`config.mk`:
```
export PLATFORM = sky130hd
export DESIGN_NAME = uart_number_receiver
export DESIGN_NICKNAME = d
export VERILOG_FILES = /design/src/rtl/uart_number_receiver.sv
export SDC_FILE = /design/constraint.sdc
export NUM_CORES = 1
export LEC_CHECK = 0
export ABC_AREA = 1
export BUFFER_PORTS_ARGS = -buffer_cell sky130_fd_sc_hd__buf_2
export CAP_MARGIN = 20
export CORE_MARGIN = 5
export CORE_UTILIZATION = 54
export DETAILED_ROUTE_END_ITERATION = 16
export PLACE_DENSITY = 0.83
export SLEW_MARGIN = 10
export SYNTH_ARGS = -nofsm -noshare
export SYNTH_HDL_FRONTEND = slang
export SYNTH_SLANG_ARGS = --single-unit
export TNS_END_PERCENT = 10
```
`constraint.sdc`:
```
create_clock -name clk -period 2.7 [get_ports clk]
set_input_delay 0.405 -clock clk [delete_from_list [all_inputs] [get_ports clk]]
set_output_delay 0.405 -clock clk [all_outputs]
set_load 0.02 [all_outputs]
```
`src/rtl/uart_number_receiver.sv`:
```
// rtl/uart_number_receiver.sv - 8N1 UART receiver with ASCII decimal line parser (UART_RX_PARITY_EN selects 8E1)
module uart_number_receiver #(
  parameter int CLKS_PER_BIT = 100,
  parameter int MAX_DIGITS   = 4
) (
  input  logic        clk,
  input  logic        rst,
  input  logic        rx,
  output logic [7:0]  byte_data,
  output logic        byte_valid,
  output logic        frame_error,
  output logic [13:0] number,
  output logic        number_valid
);

  localparam int CNT_W = $clog2(CLKS_PER_BIT);
  localparam logic [CNT_W-1:0] BIT_FULL = CNT_W'(CLKS_PER_BIT - 1);
  localparam logic [CNT_W-1:0] BIT_HALF = CNT_W'(CLKS_PER_BIT / 2 - 1);
  localparam int DC_W = $clog2(MAX_DIGITS + 1);
  localparam logic [DC_W-1:0] DIG_MAX = DC_W'(MAX_DIGITS);

`ifdef UART_RX_PARITY_EN
  typedef enum logic [2:0] {IDLE, START, DATA, PARITY, STOP, WAIT_IDLE} state_t;
  logic par_bad;
`else
  typedef enum logic [2:0] {IDLE, START, DATA, STOP, WAIT_IDLE} state_t;
`endif

  state_t           state;
  logic [CNT_W-1:0] cnt;
  logic [2:0]       bit_idx;
  logic [7:0]       shift;
  logic             rx_meta, rx_sync;

  logic [13:0]      acc;
  logic [DC_W-1:0]  count;
  logic             overflow;
  logic [13:0]      acc_next;
  logic             is_digit, is_term;

  // Preset high so reset release never looks like a start bit.
  always_ff @(posedge clk) begin
    if (rst) begin
      rx_meta <= 1'b1;
      rx_sync <= 1'b1;
    end else begin
      rx_meta <= rx;
      rx_sync <= rx_meta;
    end
  end

  always_ff @(posedge clk) begin
    if (rst) begin
      state       <= IDLE;
      cnt         <= '0;
      bit_idx     <= '0;
      shift       <= '0;
      byte_data   <= '0;
      byte_valid  <= 1'b0;
      frame_error <= 1'b0;
`ifdef UART_RX_PARITY_EN
      par_bad     <= 1'b0;
`endif
    end else begin
      byte_valid  <= 1'b0;
      frame_error <= 1'b0;
      case (state)
        IDLE: begin
          if (!rx_sync) begin
            cnt   <= BIT_HALF;
            state <= START;
          end
        end
        START: begin
          if (cnt != '0) begin
            cnt <= cnt - 1'b1;
          end else if (rx_sync) begin
            state <= IDLE;
          end else begin
            cnt     <= BIT_FULL;
            bit_idx <= '0;
            state   <= DATA;
          end
        end
        DATA: begin
          if (cnt != '0) begin
            cnt <= cnt - 1'b1;
          end else begin
            shift   <= {rx_sync, shift[7:1]};
            cnt     <= BIT_FULL;
            bit_idx <= bit_idx + 1'b1;
            if (bit_idx == 3'd7) begin
`ifdef UART_RX_PARITY_EN
              state <= PARITY;
`else
              state <= STOP;
`endif
            end
          end
        end
`ifdef UART_RX_PARITY_EN
        PARITY: begin
          if (cnt != '0) begin
            cnt <= cnt - 1'b1;
          end else begin
            par_bad <= ^{shift, rx_sync};
            cnt     <= BIT_FULL;
            state   <= STOP;
          end
        end
`endif
        STOP: begin
          if (cnt != '0) begin
            cnt <= cnt - 1'b1;
`ifdef UART_RX_PARITY_EN
          end else if (par_bad) begin
            frame_error <= 1'b1;
            state       <= rx_sync ? IDLE : WAIT_IDLE;
`endif
          end else if (rx_sync) begin
            byte_data  <= shift;
            byte_valid <= 1'b1;
            state      <= IDLE;
          end else begin
            frame_error <= 1'b1;
            state       <= WAIT_IDLE;
          end
        end
        WAIT_IDLE: begin
          if (rx_sync) state <= IDLE;
        end
        default: state <= IDLE;
      endcase
    end
  end

  // Intermediate product is 17 bits; the digit limit keeps the kept 14 bits exact.
  always_comb begin
    acc_next = 14'({3'b000, acc} * 17'd10 + {13'b0, byte_data[3:0]});
    is_digit = (byte_data >= 8'h30) && (byte_data <= 8'h39);
    is_term  = (byte_data == 8'h0D) || (byte_data == 8'h0A);
  end

  always_ff @(posedge clk) begin
    if (rst) begin
      acc          <= '0;
      count        <= '0;
      overflow     <= 1'b0;
      number       <= '0;
      number_valid <= 1'b0;
    end else begin
      number_valid <= 1'b0;
      if (byte_valid) begin
        if (is_digit) begin
          if (count < DIG_MAX) begin
            acc   <= acc_next;
            count <= count + 1'b1;
          end else begin
            overflow <= 1'b1;
          end
        end else if (is_term) begin
          if (count != '0 && !overflow) begin
            number       <= acc;
            number_valid <= 1'b1;
          end
          acc      <= '0;
          count    <= '0;
          overflow <= 1'b0;
        end else begin
          acc      <= '0;
          count    <= '0;
          overflow <= 1'b1;
        end
      end
    end
  end

endmodule

```
==> results.ini, run 1 <==
[min_path]
min_from = rx
min_to = rx_meta
hold_path_depth = 2
hold_path_class = input pin to flip-flop

[detailed_routing]
drc_errors = 0
wirelength_mm = 7.75
first_pass_iters = 5
wl_per_cell_um = 12.7
vias_per_cell = 5.37
drt_iter0_drc = 195
vias = 3262
ant_nets = 0

[logic_synthesis]
yosysTopAreaCell = dfxtp_1
synth_edf_count = 0
synthArstFlopShare_pct = 0
yosys-top-cells-count = 89 x nand2_1, 68 x nor2_1, 66 x dfxtp_1, 51 x inv_1, 42 x o21ai_0
mappedNetlistArea_um2 = 3610
yosysSeqAreaShare_pct = 36.6
yosys-top-cells-area = dfxtp_1 37%, ha_1 9.7%, nand2_1 9.2%
yosys_warnings = 0
yosysTopAreaCellShare_pct = 36.6
synth_cells = 497
synth_nets = 530
ys_ff_latch = 66
post-synth-top-count-cell = nand2_1
ys.flop_type = dfxtp_1
ys_types = 40
avgSynthCellArea_um2 = 7.27

[placement]
place.gp.congestion = 0.864
dp_hpwl_mm = 5.56
place_worst_setup_slack_ns = 0.183
port_buffers = 27

[finish]
fin_nets = 560
diodes = 0
final_core_util_pct = 62.9
drive_above_1_share_pct = 15.4
area_delta_synth_final_pct = 11.8

[run_status]
status = completed

[cts]
htreeDepth = 3
cts_sinks = 66
clk_latency_ns = 0.35
root_buffer = clkbuf_8
cts_tree = done
clk_pin_slew_worst_paths_ns = 0.07
cts_setup_buffers = 0
clockBufferDepth = 2
cts_made_buffers = 9

[worst_setup_path]
cp_max_fo = 5
r2r_slack_ns = 0.18
reg2reg_to = acc[12]
r2r_cells = 12
critPathKind = flip-flop to flip-flop
critPathLaunchType = flip-flop
worstPathRequired_ns = 2.91
cp-end-kind = flip-flop
arrival_ns = 2.73
r2r_start = acc[1]
crit_path_start = acc[1]

[timing]
finalHoldViolations = 0
finalCriticalPeriod_ns = 2.52
finalCritPeriodShare_pct = 93.3
fmax_mhz = 397
holdWs_ns = 0.244
worst_pin_slew_ns = 0.794
setup_viol = 0
fin_ws_ns = 0.180
skew_ns = 0.00630
setup_tns_ns = 0
slew_violations = 0
slew-limit-headroom_pct = 47.0

[global_route]
grt_usage_pct = 19.8
grt_remaining_overflow = 0
grt_first_pass_wirelength_mm = 13.8
grt_pass1_vias = 3121
grt_antenna_before_repair = 0
grt_max_degree = 34

[die]
rows = 29
dieArea_um2 = 8430
die_w_um = 91.8
ios = 28
die_h_um = 91.8
initial_core_util_pct = 56.3
fp.coreArea_um2 = 6420

[power_and_ir_drop]
p_leak_nw = 1.95
vdd_drop_max_uv = 514
power.density_nw_per_um2 = 669
finalPower_mw = 2.71

[run]
drv_cap = 0

per-layer routing:
| metal | vias up | GRT usage, % | wire, um |
|---|---|---|---|
| li1 | 1697 | - | - |
| met1 | 1473 | 24.2 | 3510 |
| met2 | 76 | 33.7 | 3750 |
| met3 | 16 | 4.42 | 354 |
| met4 | 0 | 8.42 | 134 |
| met5 | - | 0 | 0 |
worst max-delay path, cell delays in order (launching register included):
cell	delay, ns
dfxtp_2	0.35
ha_1	0.30
ha_1	0.24
fa_1	0.54
nand2_1	0.07
inv_2	0.05
nand4_1	0.12
a21oi_2	0.18
nand2_1	0.13
nor2_4	0.15
nand3_1	0.09
nand3_1	0.09
a21oi_1	0.06
sequential cells by signal, indices dropped and copies added (netlist names), 3 cells and up:
name	count
number	14
cnt	7
count	3
state	3
acc	14
shift	8
bit_idx	3
byte_data	8
final cells by class:
type	count	area (um^2)
fill	534	2380
timing repair buffer	30	158
multi-input combinational	364	2040
clock inverter	5	78.8
clock buffer	10	138
tap	77	96.3
inverter	56	210
sequential	66	1320
how the worst max path moves through the flow:
stage	end	slack [ns]	depth (start not counted)
6_report	acc[12]	0.18	12
5_1_grt	acc[12]	-0.05	13
4_1_cts	acc[12]	0.16	12
3_5_place_dp	acc[10]	0.18	12
3_3_place_gp	acc[12]	0.27	12
2_1_floorplan	acc[12]	0.37	12
power breakdown:
group	switching [mW]	total (mW)	internal, mW
registers	0.0802	1.15	1.07
clock network	0.379	0.917	0.538
logic	0.411	0.640	0.229
cells in the final DEF (no fill, tap or decap), drive strengths merged, types with 2 or more instances in the layout:
master / n
o21ai: 46
ha: 28
inv: 56
xor2: 6
clkinv: 3
a21oi: 41
a211oi: 2
nor3: 19
a31oi: 3
bufinv: 2
or2: 4
nand2: 98
nor2: 73
fa: 2
nand4: 3
clkbuf: 10
nand3: 27
dfxtp: 66
buf: 30
xnor2: 3
what timing repair did:
item	CTS	global route
resized for setup	0	3
setup endpoints to repair	0	4
hold buffers	0	0
cells by family after synthesis:
family                     share of synthesized area [%]
and+or+nand+nor                                     28.3
AOI/OAI and AO/OA                                   15.0
buffers and inverters                               7.17
DFF                                                 36.6
adders and majority gates                           10.8
xor gates and xnor gates                            2.18
stage by stage:
step | area [um^2] | std cells
after floorplan | 3610 | 497
after global placement | 3820 | 593
after detailed placement | 3820 | 593
after CTS | 4040 | 608
after global routing | 4040 | 608
final | 4040 | 608
No activity file was read; power rests on OpenSTA's default activity.
==> run 2: changes to the inputs <==
==> constraint.sdc (replaced) <==
create_clock -name clk -period 2.8 [get_ports clk]
set_input_delay 0.42 -clock clk [delete_from_list [all_inputs] [get_ports clk]]
set_output_delay 0.42 -clock clk [all_outputs]
set_load 0.02 [all_outputs]
==> run 2 against run 1 <==
  * Count of clock-buffer cells in the layout rose by 1
  * Via count up 0.83%
  * Worst hold slack gained 0.0078 ns
  * Core utilization decreased by 0.16 points
  * First-iteration DRC count fell by 21%
  * Design area is 0.25% lower
  * Critical endpoint is now acc[10]
==> results.ini, run 2 (synthesized netlist as in run 1, its figures left out) <==
[global_route]
grt_usage_pct = 18.8
grt_antenna_before_repair = 0
grt_max_degree = 34
grt_remaining_overflow = 0
grt_pass1_vias = 2964
grt_first_pass_wirelength_mm = 13.1

[cts]
clk_latency_ns = 0.35
cts_setup_buffers = 0
cts_tree = done
holdBufCountCts = 0
cts_sinks = 66
htreeDepth = 3
clockBufferDepth = 2
cts_resized = 0
cts_made_buffers = 9
root_buffer = clkbuf_8
clk_pin_slew_worst_paths_ns = 0.07

[power_and_ir_drop]
power.density_nw_per_um2 = 638
switchingPower_uw = 860
seqPwrFrac_pct = 43.0
p_sw_share_pct = 33.4
p_leak_nw = 1.94
vdd_drop_max_uv = 470
intPower_mw = 1.71
pwr-share-clk_pct = 32.9
p_comb_share_pct = 24.1

[finish]
final_common_cell = nand2_1
diodes = 0
drive_above_1_share_pct = 15.0
layout_common_cells = 89 x nand2_1, 68 x nor2_1, 66 x dfxtp_1
area_delta_synth_final_pct = 11.6
largestRegisters = acc: 14 flops, number: 14 flops
fin_nets = 560

[timing]
slew-limit-headroom_pct = 46.5
finalCriticalPeriod_ns = 2.59
finalHoldViolations = 0
slew_violations = 0
rsz0062_at_grt = no
skew_ns = 0.00419
fin_ws_ns = 0.214
setup_tns_ns = 0
fmax_mhz = 387
finalCritPeriodShare_pct = 92.4
worst_pin_slew_ns = 0.802
setup_viol = 0

[die]
dieArea_um2 = 8430
die_w_um = 91.8
fp.coreArea_um2 = 6420
die_h_um = 91.8
initial_core_util_pct = 56.3
rows = 29
ios = 28

[worst_setup_path]
arrival_ns = 2.79
cp_common_cell = a21oi_1
critPathKind = flip-flop to flip-flop
critPathMaxStageDelay_ns = 0.54
cp-end-kind = flip-flop
slowest_stage = fa_1
path_cells = ha_1 -> ha_1 -> fa_1 -> nand2_1 -> inv_2 -> nand4_1 -> a21oi_1 -> nand2_1 -> nor2_4 -> a21oi_1 -> o21ai_0 -> a21oi_1
r2r_slack_ns = 0.21
critPathLaunchType = flip-flop
worstPathRequired_ns = 3.00
cp_max_fo = 5

[placement]
port_buffers = 27
place_worst_setup_slack_ns = 0.259
dp_hpwl_mm = 5.60
place.gp.congestion = 0.887

[detailed_routing]
drt_iter0_drc = 154
drc_errors = 0
ant_nets = 0
first_pass_iters = 5
wl_per_cell_um = 12.5
wirelength_mm = 7.61
vias_per_cell = 5.40
vias = 3289

[run_status]
status = completed

[min_path]
hold_path_class = input pin to flip-flop

[run]
drv_cap = 0

-- run 2: layer usage --
| layer | global-route usage, % | wire length, um |
|---|---|---|
| met5 | 0 | 0 |
| met4 | 7.80 | 113 |
| met3 | 3.36 | 283 |
| met2 | 32.7 | 3720 |
| met1 | 23.0 | 3500 |
-- run 2: worst max-delay path: cells and delay by family, from the launching register on --
family | cells | cell delay, ns
fa+ha+maj | 3 | 1.05
simple gates | 4 | 0.46
compound gates | 4 | 0.46
flops | 1 | 0.43
buf+inv | 1 | 0.05
-- run 2: power groups by stage --
| stage | Combinational, mW | Clock (mW) | Sequential, mW |
|---|---|---|---|
| 2_1_floorplan | 0.501 | 0 | 1.12 |
| 3_3_place_gp | 0.596 | 0 | 1.12 |
| 3_5_place_dp | 0.612 | 0 | 1.12 |
| 4_1_cts | 0.616 | 0.853 | 1.10 |
| 5_1_grt | 0.692 | 0.906 | 1.12 |
| 6_report | 0.619 | 0.847 | 1.11 |
-- run 2: path summary, 6_finish.rpt --
kind,start,end,cells after the start
max,acc[1],acc[10],12
min,rx,rx_meta,2
max reg2reg,acc[1],acc[10],12
min reg2reg,rx_meta,rx_sync,1
-- run 2: area by class of cell --
| class | count | area [um^2] |
|---|---|---|
| Clock buffer | 11 | 151 |
| Tap cell | 77 | 96.3 |
| Clock inverter | 5 | 61.3 |
| Inverter | 56 | 210 |
| Timing Repair Buffer | 30 | 158 |
| Sequential cell | 66 | 1320 |
| Multi-Input combinational cell | 364 | 2030 |
| Fill cell | 544 | 2390 |
-- run 2: metrics by stage --
step / util [%] / instance area [um^2] / instances / hold slack [ns] / power (mW)
after floorplan: - / 3610 / 497 / 0.389 / 1.62
after global placement: 59.5 / 3820 / 593 / 0.392 / 1.72
after detailed placement: 59.5 / 3820 / 593 / 0.397 / 1.74
after CTS: 62.8 / 4030 / 609 / 0.249 / 2.57
after global routing: 62.8 / 4030 / 609 / 0.246 / 2.72
final: 62.8 / 4030 / 609 / 0.251 / 2.57
